==> src/rtl/m16bit_div_pkg.sv <==
// Shared types and constants for the sequential restoring divider.
package m16bit_div_pkg;

    localparam int DEF_WIDTH = 16;
    localparam int LATENCY = DEF_WIDTH + 1;
    localparam logic [DEF_WIDTH-1:0] DIV0_QUOT = '1;

    typedef enum logic [1:0] {
        IDLE,
        RUN,
        DONE
    } state_t;

endpackage

==> src/rtl/m16bit_div_datapath.sv <==
// Remainder/quotient/divisor registers around one trial subtracter
// with a restore mux; advanced one bit per step strobe.
module m16bit_div_datapath
    import m16bit_div_pkg::*;
#(
    parameter int WIDTH = DEF_WIDTH
) (
    input  logic             iClk,
    input  logic             iRst,
    input  logic             iLoad,
    input  logic             iDivZero,
    input  logic             iStep,
    input  logic [WIDTH-1:0] iDividend,
    input  logic [WIDTH-1:0] iDivisor,
    output logic [WIDTH-1:0] oQuot,
    output logic [WIDTH-1:0] oRem
);

    logic [WIDTH-1:0] r_q, r_d;
    logic [WIDTH-1:0] q_q, q_d;
    logic [WIDTH-1:0] d_q, d_d;
    logic [WIDTH:0]   r_shift;
    logic [WIDTH+1:0] diff;
    logic             borrow;

    always_comb begin
        r_shift = {r_q, q_q[WIDTH-1]};
        diff    = {1'b0, r_shift} - {2'b00, d_q};
        // R stays below D, so any set bit above WIDTH-1 means T went negative
        borrow  = |diff[WIDTH+1:WIDTH];
        r_d     = r_q;
        q_d     = q_q;
        d_d     = d_q;
        if (iLoad) begin
            d_d = iDivisor;
            if (iDivZero) begin
                r_d = iDividend;
                q_d = '1;
            end else begin
                r_d = '0;
                q_d = iDividend;
            end
        end else if (iStep) begin
            q_d = {q_q[WIDTH-2:0], ~borrow};
            r_d = borrow ? r_shift[WIDTH-1:0] : diff[WIDTH-1:0];
        end
    end

    always_ff @(posedge iClk or posedge iRst) begin
        if (iRst) begin
            r_q <= '0;
            q_q <= '0;
            d_q <= '0;
        end else begin
            r_q <= r_d;
            q_q <= q_d;
            d_q <= d_d;
        end
    end

    assign oQuot = q_q;
    assign oRem  = r_q;

endmodule

==> src/rtl/m16bit_div_seq.sv <==
// Multi-cycle unsigned divide unit: start/done handshake, iteration
// counter and control FSM driving the shift/subtract datapath.
module m16bit_div_seq
    import m16bit_div_pkg::*;
#(
    parameter int WIDTH = DEF_WIDTH
) (
    input  logic             iClk,
    input  logic             iRst,
    input  logic             iStart,
    input  logic [WIDTH-1:0] iDividend,
    input  logic [WIDTH-1:0] iDivisor,
    output logic             oBusy,
    output logic             oDone,
    output logic [WIDTH-1:0] oQuot,
    output logic [WIDTH-1:0] oRem,
    output logic             oDivZero
);

    localparam int CW = $clog2(WIDTH);

    state_t          state_q, state_d;
    logic [CW-1:0]   cnt_q, cnt_d;
    logic            busy_q, busy_d;
    logic            done_q, done_d;
    logic            dz_q, dz_d;
    logic            accept;
    logic            dz_in;
    logic            step;
    logic            last;

    assign accept = iStart && (state_q != RUN);
    assign dz_in  = (iDivisor == '0);
    assign step   = (state_q == RUN);
    assign last   = (cnt_q == CW'(WIDTH - 1));

    always_comb begin
        state_d = state_q;
        cnt_d   = cnt_q;
        dz_d    = dz_q;
        unique case (state_q)
            IDLE, DONE: begin
                if (accept) begin
                    state_d = dz_in ? DONE : RUN;
                    cnt_d   = '0;
                    dz_d    = dz_in;
                end else begin
                    state_d = IDLE;
                end
            end
            RUN: begin
                if (last) begin
                    state_d = DONE;
                    cnt_d   = '0;
                end else begin
                    cnt_d = cnt_q + 1'b1;
                end
            end
            default: state_d = IDLE;
        endcase
        busy_d = (state_d == RUN);
        done_d = (state_d == DONE);
    end

    always_ff @(posedge iClk or posedge iRst) begin
        if (iRst) begin
            state_q <= IDLE;
            cnt_q   <= '0;
            busy_q  <= 1'b0;
            done_q  <= 1'b0;
            dz_q    <= 1'b0;
        end else begin
            state_q <= state_d;
            cnt_q   <= cnt_d;
            busy_q  <= busy_d;
            done_q  <= done_d;
            dz_q    <= dz_d;
        end
    end

    m16bit_div_datapath #(
        .WIDTH(WIDTH)
    ) u_dp (
        .iClk      (iClk),
        .iRst      (iRst),
        .iLoad     (accept),
        .iDivZero  (dz_in),
        .iStep     (step),
        .iDividend (iDividend),
        .iDivisor  (iDivisor),
        .oQuot     (oQuot),
        .oRem      (oRem)
    );

    assign oBusy    = busy_q;
    assign oDone    = done_q;
    assign oDivZero = dz_q;

endmodule

==> config.mk <==
export PLATFORM = sky130hd
export DESIGN_NAME = m16bit_div_seq
export DESIGN_NICKNAME = d
export VERILOG_FILES = /design/src/rtl/m16bit_div_pkg.sv /design/src/rtl/m16bit_div_datapath.sv /design/src/rtl/m16bit_div_seq.sv
export SDC_FILE = /design/constraint.sdc
export NUM_CORES = 1
export LEC_CHECK = 0
export CAP_MARGIN = 5
export CORE_MARGIN = 2
export CORE_UTILIZATION = 26
export CTS_CLUSTER_DIAMETER = 150
export CTS_CLUSTER_SIZE = 20
export DETAILED_ROUTE_END_ITERATION = 12
export PLACE_DENSITY = 0.47
export SLEW_MARGIN = 40
export SYNTH_ARGS = -nofsm -noshare
export SYNTH_HDL_FRONTEND = slang
export SYNTH_HIERARCHICAL = 1
export SYNTH_SLANG_ARGS = --single-unit
==> constraint.sdc <==
create_clock -name iClk -period 6.7 [get_ports iClk]
set_input_delay 2.01 -clock iClk [delete_from_list [all_inputs] [get_ports iClk]]
set_output_delay 2.01 -clock iClk [all_outputs]
set_load 0.05 [all_outputs]
==> flow_metrics.env <==
export IMPL_status="complete, no violations"
export IMPL_antenna_found_initial=0
export IMPL_critPathLaunchType="input port"
export IMPL_yosys_area_share_simple_pct=13.82
export IMPL_first_pass_iters=4
export IMPL_cts_sinks=57
export IMPL_grt_max_degree=49
export IMPL_die_area_um2=14490
export IMPL_setup_ws_ps=2527
export IMPL_utilization_pct=34.91
export IMPL_rows=42
export IMPL_wl_per_cell_um=16.94
export IMPL_grt_pass1_vias=3014
export IMPL_wl_um=10350
export IMPL_yosysWarningCount=6
export IMPL_synth_cell_types=50
export IMPL_critPathKind="in -> reg"
export IMPL_clock_latency_ps=330
export IMPL_worst_slew_pin_slew_ps=762.4
export IMPL_clockRootBuffer="clkbuf_16"
export IMPL_critPathBufInv=2
export IMPL_layout_common_cells="69 x clkdlybuf4s50_1, 57 x dfrtp_1, 34 x o21ai_0, 32 x nand2_1, 25 x a21oi_1"
export IMPL_vias_per_cell=4.930
export IMPL_synth_ff_type="dfrtp_1"
export IMPL_setup_violations=0
export IMPL_core_region_area_um2=13240
export IMPL_crit_required_ps=6950
export IMPL_max_cap_viol_count=0
export IMPL_ys_seq_area_share_pct=40.51
export IMPL_syn_instance_count=368
export IMPL_cts_buffer_depth=2
export IMPL_start_util_pct=26.59
export IMPL_dpl_hpwl_um=7557
export IMPL_place_ws_ps=2197
export IMPL_cpMaxStageDelayCell="and2_1"
export IMPL_die_w_um=120.4
export IMPL_synth_edff_count=0
export IMPL_cts_resized=0
export IMPL_hold_viol_final=0
export IMPL_fin_crit_ps=4173
export IMPL_hp_class="reg -> reg"
export IMPL_drt_iter0_drc=126
export IMPL_worstPathCellList="clkdlybuf4s50_1 > and2_2 > buf_4 > and2_1 > a21oi_1 > a31oi_1"
export IMPL_synthMuxAreaShare_pct=9.630
export IMPL_ant_nets=0
export IMPL_io_pins=70
export IMPL_place_congestion=0.8355
export IMPL_grt_pass1_wl_um=16590
export IMPL_portBuffers=69
export IMPL_ys_ff_latch=57
export IMPL_syn_area_um2=3521
export IMPL_drc=0
export IMPL_grt_usage_pct=14.81
export IMPL_finalSetupTns_ps=0
export IMPL_fmax_mhz=239.6
export IMPL_synthXorXnorAreaFrac_pct=3.234
export IMPL_synth_nets=421
export IMPL_via_count=3012
export IMPL_clkTransAtPathRegs_ps=50
export IMPL_clock_skew_ps=8.361
export IMPL_cts_tree="yes"
export IMPL_cts_buffers=9
export IMPL_synthArstFlopShare_pct=100.0
export IMPL_antenna_cells=0
export IMPL_worst_path_largest_cell_delay_ps=600
export IMPL_fin_crit_sh_pct=62.28
export IMPL_area_delta_synth_final_pct=31.31
export IMPL_layout_nets=483
export IMPL_cts_hold_buf=0
export IMPL_final_area_um2=4623
export IMPL_slew_headroom_pct=49.10
export IMPL_postSynthAreaPerCell_um2=9.568
export IMPL_arrival_ps=4420
export IMPL_end_kind="flip-flop"
export IMPL_post_cts_buffers=0
export IMPL_grt_remaining_overflow=0
export IMPL_h_tree_depth=3
export IMPL_place_area_um2=4343
export IMPL_synth_top_family_by_area="compound AO/OA/AOI/OAI gates"
export IMPL_slew_violations=0
export IMPL_cp_max_fo=38
export IMPL_layout_commonest_cell="clkdlybuf4s50_1"
export IMPL_crit_family="simple AND/OR/NAND/NOR gates"
export IMPL_drive_above_1_share_pct=9.425
export IMPL_synth_adder_area_share_pct=6.610
export IMPL_die_h_um=120.4
export IMPL_rsz0062_at_grt="false"
export IMPL_synth_compound_area_share_pct=20.79
==> routing by layer <==
metal  up-vias  track usage [%]  wire length, µm  part of all wire [%]
met4         0            5.160              199                   1.9
met5         -                0                0                     0
li1       1454                -                -                     -
met2        77            23.80             4820                    47
met3        15            3.302              468                   4.5
met1      1466            19.60             4862                    47
==> cells by family (layout without fill, tap and decap cells) <==
family / after synthesis / in the layout
xor gates and xnor gates: 13 / 13
muxes: 32 / 32
DFF: 57 / 57
adders and majority gates: 18 / 18
buffers and inverters: 42 / 109
AOI/OAI and AO/OA: 113 / 113
and+or+nand+nor: 93 / 93
==> through the flow <==
step / std cells / hold WS (ps)
2_1_floorplan: 368 / 471.0
3_3_place_gp: 595 / 496.5
3_5_place_dp: 595 / 494.5
4_1_cts: 611 / 503.9
5_1_grt: 611 / 523.6
6_report: 611 / 497.1
==> worst reg2reg max path, stage by stage, from the launching register on <==
cell and delay (ps):
dfrtp_1 390, inv_1 120, ha_1 230, inv_1 70, fa_1 420, a211oi_1 370
o211ai_2 140, a31oi_2 290, o21ai_0 160, a21oi_2 160, buf_4 300, mux2i_1 130
a221o_1 300
==> cell type report <==
| class | count | area (µm²) |
|---|---|---|
| inverter | 22 | 85.08 |
| tap | 176 | 220.2 |
| clock buffer | 10 | 239.0 |
| sequential | 57 | 1426 |
| fill | 1353 | 8620 |
| clock inverter | 6 | 41.29 |
| multi-input combinational | 269 | 1906 |
| timing repair buffer | 71 | 705.7 |
==> final timing paths <==
check | from | end | slack (ps) | depth (start not counted)
worst max-delay path | iStart | u_dp/oRem[13] | 2530 | 6
worst min-delay path | cnt_q[2] | cnt_q[2] | 500 | 1
worst max register to register | u_dp/oQuot[15] | u_dp/oRem[0] | 3490 | 12
worst min register to register | cnt_q[2] | cnt_q[2] | 500 | 1
max in group asynchronous | iRst | u_dp/oQuot[6] | 4100 | 2
min in group asynchronous | iRst | oDone | 2050 | 2
==> registers in the layout (all words and copies together), names as in the netlist <==
name,cells
state_q,2
cnt_q,4
u_dp/oQuot,16
oDivZero,1
oDone,1
u_dp/oRem,16
u_dp/d_q,16
oBusy,1
==> Yosys cell counts (2+ instances only) <==
cell type  count  share of area (%)
a211oi_1       6                1.3
a21o_1         5                1.1
a21oi_1       25                3.6
a221o_1        2               0.57
and2_1         3               0.53
buf_6          2               0.64
clkbuf_1      15                1.6
dfrtp_1       57                 41
ha_1          17                6.0
inv_1         21                2.2
mux2_2        15                4.8
mux2i_1       17                4.8
nand2_1       32                3.4
nand2b_1       6                1.1
nand3_1        7               0.99
nand4_1        4               0.71
nor2_1        13                1.4
nor2b_1        2               0.36
nor3_1         2               0.28
nor3b_1       14                3.0
nor4_1         4               0.71
o211ai_2       2               0.71
o21a_1         4               0.85
o21ai_0       34                4.8
o21ai_1        7               0.99
o22a_1        15                3.7
o22ai_1        2               0.36
or3_1          2               0.36
xnor2_1        7                1.7
xor2_1         6                1.5
Power is left out: the tool's default activity adds up to more than one toggle a clock period on the data nets, which glitch-free logic cannot reach.
